### config.mk
export PLATFORM = sky130hd
export DESIGN_NAME = mult_seq_nbyn_flat
export DESIGN_NICKNAME = d
export VERILOG_FILES = /design/src/rtl/mult_seq_nbyn_if.sv /design/src/rtl/mult_seq_nbyn.sv /design/src/flat_wrapper.sv
export SDC_FILE = /design/constraint.sdc
export NUM_CORES = 1
export LEC_CHECK = 0
export ABC_CLOCK_PERIOD_IN_PS = 5930
export CORE_MARGIN = 4
export CORE_UTILIZATION = 58
export DETAILED_ROUTE_END_ITERATION = 8
export PLACE_DENSITY_LB_ADDON = 0.2
export SYNTH_ARGS = -nofsm -noshare
export SYNTH_HDL_FRONTEND = slang
export SYNTH_SLANG_ARGS = --single-unit
### constraint.sdc
create_clock -name clk -period 5.93 [get_ports clk]
set_input_delay 1.186 -clock clk [delete_from_list [all_inputs] [get_ports clk]]
set_output_delay 1.186 -clock clk [all_outputs]
set_load 0.01 [all_outputs]
### src/rtl/mult_seq_nbyn_if.sv
// Operand/product handshake bundle for mult_seq_nbyn.
interface mult_seq_nbyn_if #(
    parameter int WIDTH = 4
);
    logic               in_valid;
    logic               in_ready;
    logic [WIDTH-1:0]   x;
    logic [WIDTH-1:0]   y;
    logic               out_valid;
    logic               out_ready;
    logic [2*WIDTH-1:0] p;
    logic               busy;

    modport master (
        output in_valid, x, y, out_ready,
        input  in_ready, out_valid, p, busy
    );

    modport slave (
        input  in_valid, x, y, out_ready,
        output in_ready, out_valid, p, busy
    );
endinterface

### src/rtl/mult_seq_nbyn.sv
// Sequential WIDTH x WIDTH unsigned shift-add multiplier, one partial-product row per clock.
// Optional MULT_SEQ_EARLY_TERM_EN: leave RUN as soon as the remaining multiplier bits are all zero.
//
// state | meaning
// IDLE  | in_ready high, waiting for operands
// RUN   | accumulating one partial-product row per clock, busy high
// DONE  | out_valid high, p holds product until out_ready
module mult_seq_nbyn #(
    parameter int WIDTH = 4
) (
    input  logic            clk,
    input  logic            reset,
    mult_seq_nbyn_if.slave  bus
);
    localparam int CW = $clog2(WIDTH) + 1;
    localparam int PW = 2 * WIDTH;
    localparam logic [CW-1:0] LAST_ROW = CW'(WIDTH - 1);

    typedef enum logic [1:0] {IDLE, RUN, DONE} state_t;

    state_t          state, state_nxt;
    logic [WIDTH-1:0] xr, yr;
    logic [PW-1:0]   acc, p_r, row, sum;
    logic [CW-1:0]   cnt;
    logic            last_row;
    logic            in_ready, out_valid, busy;

    assign row = yr[0] ? ({{WIDTH{1'b0}}, xr} << cnt) : '0;
    assign sum = acc + row;

`ifdef MULT_SEQ_EARLY_TERM_EN
    // Post-shift multiplier empty means every remaining row would add zero.
    assign last_row = (cnt == LAST_ROW) || (yr[WIDTH-1:1] == '0);
`else
    assign last_row = (cnt == LAST_ROW);
`endif

    always_ff @(posedge clk or posedge reset) begin
        if (reset) state <= IDLE;
        else       state <= state_nxt;
    end

    always_comb begin
        state_nxt = state;
        in_ready  = 1'b0;
        out_valid = 1'b0;
        busy      = 1'b0;
        case (state)
            IDLE: begin
                in_ready = 1'b1;
                if (bus.in_valid) state_nxt = RUN;
            end
            RUN: begin
                busy = 1'b1;
                if (last_row) state_nxt = DONE;
            end
            DONE: begin
                out_valid = 1'b1;
                if (bus.out_ready) state_nxt = IDLE;
            end
            default: state_nxt = IDLE;
        endcase
    end

    // p is a separate register so it survives the acc clear on the next accept.
    always_ff @(posedge clk or posedge reset) begin
        if (reset) begin
            xr  <= '0;
            yr  <= '0;
            acc <= '0;
            cnt <= '0;
            p_r <= '0;
        end else begin
            case (state)
                IDLE: begin
                    if (bus.in_valid) begin
                        xr  <= bus.x;
                        yr  <= bus.y;
                        acc <= '0;
                        cnt <= '0;
                    end
                end
                RUN: begin
                    acc <= sum;
                    yr  <= yr >> 1;
                    cnt <= cnt + 1'b1;
                    if (last_row) p_r <= sum;
                end
                default: ;
            endcase
        end
    end

    assign bus.in_ready  = in_ready;
    assign bus.out_valid = out_valid;
    assign bus.busy      = busy;
    assign bus.p         = p_r;
endmodule

### src/flat_wrapper.sv
// flat-port wrapper written by rule: the top's interface ports become plain ports
module mult_seq_nbyn_flat 
#(
    parameter int WIDTH = 4
)
  (clk, reset, bus_in_valid, bus_x, bus_y, bus_out_ready, bus_in_ready, bus_out_valid, bus_p, bus_busy);
  mult_seq_nbyn_if #(.WIDTH(WIDTH)) bus_i ();
  input  logic clk;
  input  logic reset;
  input wire logic [$bits(bus_i.in_valid)-1:0] bus_in_valid;
  input wire logic [$bits(bus_i.x)-1:0] bus_x;
  input wire logic [$bits(bus_i.y)-1:0] bus_y;
  input wire logic [$bits(bus_i.out_ready)-1:0] bus_out_ready;
  output wire logic [$bits(bus_i.in_ready)-1:0] bus_in_ready;
  output wire logic [$bits(bus_i.out_valid)-1:0] bus_out_valid;
  output wire logic [$bits(bus_i.p)-1:0] bus_p;
  output wire logic [$bits(bus_i.busy)-1:0] bus_busy;
  assign bus_i.in_valid = bus_in_valid;
  assign bus_i.x = bus_x;
  assign bus_i.y = bus_y;
  assign bus_i.out_ready = bus_out_ready;
  assign bus_in_ready = bus_i.in_ready;
  assign bus_out_valid = bus_i.out_valid;
  assign bus_p = bus_i.p;
  assign bus_busy = bus_i.busy;
  mult_seq_nbyn #(.WIDTH(WIDTH)) u_core (.clk(clk), .reset(reset), .bus(bus_i));
endmodule
==> flow_summary.toml, run 1 <==
[timing]
finalSetupTns_ps = 0
drv_slew = 0
skew_ps = 13.4
finalSetupViolCount = 0
post-route-period-util_pct = 56.1
fmax_mhz = 301
tightest_slew_ps = 1090
whs_ps = 488
finalHoldViolCount = 0
slew_headroom_pct = 27.5
period_needed_ps = 3330
rsz0062_at_grt = "false"

[clock_network]
htree_num_levels = 2
numCtsBuffers = 5
clock_path_buffers = 2
cts-root-buf = "clkbuf_4"
clkSlewWorstSetupHoldPaths_ps = 100
clock_latency_ps = 340
postCtsSetupBuffers = 0
cts-resized-gates = 0
hold_buffers = 0
cts_tree = "yes"
clkSinkCount = 29

[pwr]
p_per_area_nw_per_um2 = 517
p_total_uw = 1030
power.leakage_uw = 0.000939
ir_drop_mv = 0.353

[grt]
antenna_found_initial = 0
grt-ovfl-total = 0
grt_pass1_vias = 1371
grt_max_degree = 30
track_usage_pct = 18.9
grt_pass1_wl_um = 5930

[place]
place_hpwl_um = 2540
dp_cells = 227
place_congestion = 0.840
io_buffers = 22

[synthesis]
yosys-top-cells-count = "dfrtp_1, nand2_1, o21ai_0, nand3_1"
synth_most_common_cell = "dfrtp_1"
synth_nets = 206
yosysTopAreaCellShare_pct = 42.3
ys_seq_area_share_pct = 42.3
syn_inst = 184
synthDistinctLibCells = 36
synth-edff-count = 0
yosys_warnings = 0
yosysTopAreaCell = "dfrtp_1"
async_flop_share_pct = 100
syn_area_sq_um = 1710
syn_area_per_cell_sq_um = 9.32
synthFlopType = "dfrtp_1"
synth_area_leaders = "dfrtp_1, ha_1, o21ai_0, nand3_1, nand2_1"
ys_ff_latch = 29

[floorplan]
floorplan.initialDensity_pct = 61.6
rows = 19
die_area_sq_um = 3890
die_y_um = 62.4
io_pins = 23
die_w_um = 62.4
core_area_sq_um = 2780

[critical_path]
startpoint_type = "register"
worstSetupEndpointType = "primary output"
cp.arrival_ps = 2140
cp_slowest_cell = "nand2b_1"
crit_path_cell_trace = "nand2b_1 -> inv_6 -> clkdlybuf4s50_1"
cp_max_fo = 26
cp_data_required_time_ps = 4740
max_stage_delay_ps = 580
worstSetupPathType = "register to primary output"

[final_layout]
drive_gt1_share_pct = 11.3
diodes = 0
fin_cells = 235
area_growth_syn_to_layout_pct = 16.1
nets = 225
postLayoutCoreUtil_pct = 71.5

[routing]
drtPass1Iterations = 5
ant_nets = 0
drtIter0Drc = 77
vias = 1345
post_drt_wl_per_cell_um = 14.8
drc = 0
drt-total-wl_um = 3470
via_per_inst = 5.72

[worst_hold_path]
hp-class = "register to register"

[status]
outcome = "finished, final reports clean"

[job]
max-cap-violations = 0
==> area by class of cell <==
class | instances | area (sq um)
Multi-Input combinational cell | 135 | 892
Fill cell | 207 | 792
Sequential cell | 29 | 726
Timing Repair Buffer | 22 | 220
Clock buffer | 7 | 65.1
Inverter | 10 | 42.5
Tap cell | 31 | 38.8
Clock inverter | 1 | 5.00
==> flip-flops by register name, indices dropped and copies added (netlist names) <==
name / count
u_core.yr: 4
u_core.bus.p: 8
u_core.state: 2
u_core.xr: 4
u_core.cnt: 3
u_core.acc: 8
==> cell usage in the layout (no fill, tap or decap), types with 4 or more instances in the layout <==
master / instances
nor3_1: 4
nand2_1: 22
inv_1: 9
ha_1: 9
nand3_1: 18
clkdlybuf4s50_1: 22
mux2i_1: 5
mux2_2: 5
clkbuf_4: 5
nand2b_1: 6
o21ai_0: 22
a21oi_1: 4
dfrtp_1: 29
nor2_1: 9
==> final timing paths <==
| kind | depth (start not counted) | endpoint | slack, ps | start |
|---|---|---|---|---|
| setup / recovery | 3 | bus_busy | 2600 | u_core.state[1] |
| max in group asynchronous | 2 | u_core.acc[1] | 3840 | reset |
| hold / removal | 2 | u_core.bus.p[7] | 490 | u_core.bus.p[7] |
| hold reg to reg | 2 | u_core.bus.p[7] | 490 | u_core.bus.p[7] |
| min in group asynchronous | 2 | u_core.bus.p[0] | 1430 | reset |
| setup reg to reg | 10 | u_core.acc[7] | 3090 | u_core.cnt[1] |
==> power by group <==
part           leakage [uW]  switching, uW  internal, uW  total (uW)
registers          0.000370           86.4           283         369
clock network     0.0000413           72.1          68.6         141
logic              0.000528            282           237         519
total              0.000939            440           589        1030
==> cells by family (layout without fill, tap and decap cells) <==
group | count (synthesis) | count (layout) | share of synthesized area, %
and+or+nand+nor | 68 | 68 | 19.5
buffers and inverters | 20 | 40 | 5.62
AOI/OAI and AO/OA | 40 | 40 | 14.4
muxes | 12 | 12 | 7.88
DFF | 29 | 29 | 42.3
adders and majority gates | 10 | 10 | 7.74
xor gates and xnor gates | 5 | 5 | 2.56
==> critical path, delay by kind of cell, from the launching register on <==
kind	cells	cell delay [ps]
simple gates	1	580
flops	1	390
buf+inv	2	850
==> metrics by stage <==
stage	instance area (sq um)	worst slack, ps
after global routing	1990	2410
after CTS	1990	2590
after floorplan	1710	3500
after global placement	1920	3000
after detailed placement	1920	2970
final	1990	2600
==> layer usage <==
| metal | global-route usage, % | vias to the layer above | routed length (um) |
|---|---|---|---|
| li1 | - | 678 | - |
| met1 | 22.6 | 626 | 1510 |
| met2 | 31.5 | 32 | 1740 |
| met3 | 6.13 | 9 | 164 |
| met4 | 7.16 | 0 | 61 |
| met5 | 0 | - | 0 |
No activity file was read; power rests on OpenSTA's default activity.
==> inputs of run 2 (changes only) <==
Settings changed: ABC_CLOCK_PERIOD_IN_PS 5930 to 3200, CORE_UTILIZATION 58 to 54.
Clock period 5.93 ns to 3.2 ns, I/O delays scaled along.
==> run 2 against run 1 <==
  * Core utilization fell by 5.8 points
  * Combinational power grew 87%
  * Count of clock-buffer cells in the layout unchanged
  * Register-to-register slack worse by 2600 ps
  * Power rose by 83%
  * Hold slack barely moved
  * Clock skew shrank 1.9 ps
  * Via count grew 1.9%
  * Sequential power rose by 86%
  * Global-route usage fell by 0.21 points
  * Design area grew 0.82%
  * Highest routed layer unchanged
==> flow_summary.toml, run 2 (synthesis results as in run 1) <==
[timing]
rsz0062_at_grt = "false"
finalSetupTns_ps = 0
slew_headroom_pct = 47.3
period_needed_ps = 2710
post-route-period-util_pct = 84.7
finalHoldViolCount = 0
tightest_slew_ps = 789
drv_slew = 0
skew_ps = 11.5
finalSetupViolCount = 0
fmax_mhz = 369

[clock_network]
hold_buffers = 0
htree_num_levels = 2
clock_path_buffers = 2
clkSinkCount = 29
clock_latency_ps = 330
cts-root-buf = "clkbuf_4"
numCtsBuffers = 5
clkSlewWorstSetupHoldPaths_ps = 80
postCtsSetupBuffers = 0
cts_tree = "yes"
cts-resized-gates = 0

[critical_path]
worstSetupPathType = "register to register"
worstSetupEndpointType = "register"
r2r-start = "u_core.cnt[1]"
cp_slowest_cell = "dfrtp_1"
cp_data_required_time_ps = 3420
crit_buf_inv = 0
cp.arrival_ps = 2930
cpLargestDelayFamily = "compound AO/OA/AOI/OAI gates"
cp_max_fo = 11
crit_path_cell_trace = "mux2_4 -> nand2_1 -> o21ai_0 -> o211a_1 -> ha_1 -> a21o_1 -> a31o_2 -> a21oi_1 -> xor2_1 -> o21ai_2"
startpoint_type = "register"
max_stage_delay_ps = 560
crit_start = "u_core.cnt[1]"

[routing]
post_drt_wl_per_cell_um = 13.8
drtPass1Iterations = 4
drc = 0
ant_nets = 0
vias = 1371
drtIter0Drc = 85
via_per_inst = 5.51
drt-total-wl_um = 3430

[final_layout]
fin_area_sq_um = 2010
fin_cells = 249
drive_gt1_share_pct = 11.2
nets = 227
area_growth_syn_to_layout_pct = 17.0
diodes = 0
final_common_cell = "dfrtp_1"
final_cell_mix = "dfrtp_1, nand2_1, o21ai_0, clkdlybuf4s50_1, nand3_1"
postLayoutCoreUtil_pct = 65.7

[floorplan]
rows = 20
io_pins = 23
core_area_sq_um = 3050
die_w_um = 64.3
die_y_um = 64.3
floorplan.initialDensity_pct = 56.1
die_area_sq_um = 4140

[pwr]
power.leakage_uw = 0.000939
ir_drop_mv = 0.486
p_per_area_nw_per_um2 = 939
p_total_uw = 1880

[place]
place_hpwl_um = 2460
place_congestion = 0.859
dp_cells = 242
placed_area_sq_um = 1950
io_buffers = 22

[worst_hold_path]
hp-class = "register to register"
min_from = "u_core.bus.p[2]"

[job]
max-cap-violations = 0

[status]
outcome = "finished, final reports clean"

[grt]
grt_pass1_vias = 1276
track_usage_pct = 18.7
grt_max_degree = 30
grt_pass1_wl_um = 5950
antenna_found_initial = 0
grt-ovfl-total = 0
## run 2: cell types whose count changed in the layout (fill, tap and decap cells not counted), sizes merged
cell,delta
buf,+2
clkinv,-1
## run 2: worst register-to-register path, delay by kind of cell, from the launching register on
kind | cells | cell delay [ps]
flip-flops | 1 | 560
adder cells (fa/ha/maj) | 1 | 320
XOR/XNOR | 1 | 260
AND/OR/NAND/NOR | 1 | 80
multiplexers | 1 | 360
AO/OA/AOI/OAI | 6 | 1010
## run 2: final cells by class
cell class | count | area (sq um)
Clock buffer | 7 | 55.1
Fill cell | 263 | 1050
Inverter | 10 | 42.5
Multi-Input combinational cell | 135 | 892
Sequential cell | 29 | 726
Tap cell | 44 | 55.1
Timing Repair Buffer | 24 | 235
## run 2: metal layers
metal	GRT usage (%)	wire [um]	up-vias
met2	29.5	1690	42
met1	24.0	1500	641
met5	0	0	-
li1	-	-	681
met3	5.80	180	7
met4	7.12	65	0
## run 2: final timing paths
check / slack (ps) / to / cells past startpoint
max reg2reg: 490 / u_core.acc[7] / 10
min reg2reg: 490 / u_core.bus.p[2] / 2
min: 490 / u_core.bus.p[2] / 2
max: 490 / u_core.acc[7] / 10
min in group asynchronous: 660 / u_core.bus.p[3] / 3
max in group asynchronous: 2260 / u_core.xr[2] / 3
## run 2: report_power, final
group          switching [uW]  internal (uW)  leakage, uW
sequential                162            524     0.000370
clock                     124            104    0.0000314
combinational             520            449     0.000538
total                     806           1080     0.000939
## run 2: through the flow
| step | setup WS (ps) | hold WS, ps |
|---|---|---|
| floorplan | 766 | 449 |
| global placement | 568 | 460 |
| detailed placement | 516 | 470 |
| CTS | 497 | 491 |
| global route | 296 | 510 |
| finish | 489 | 488 |
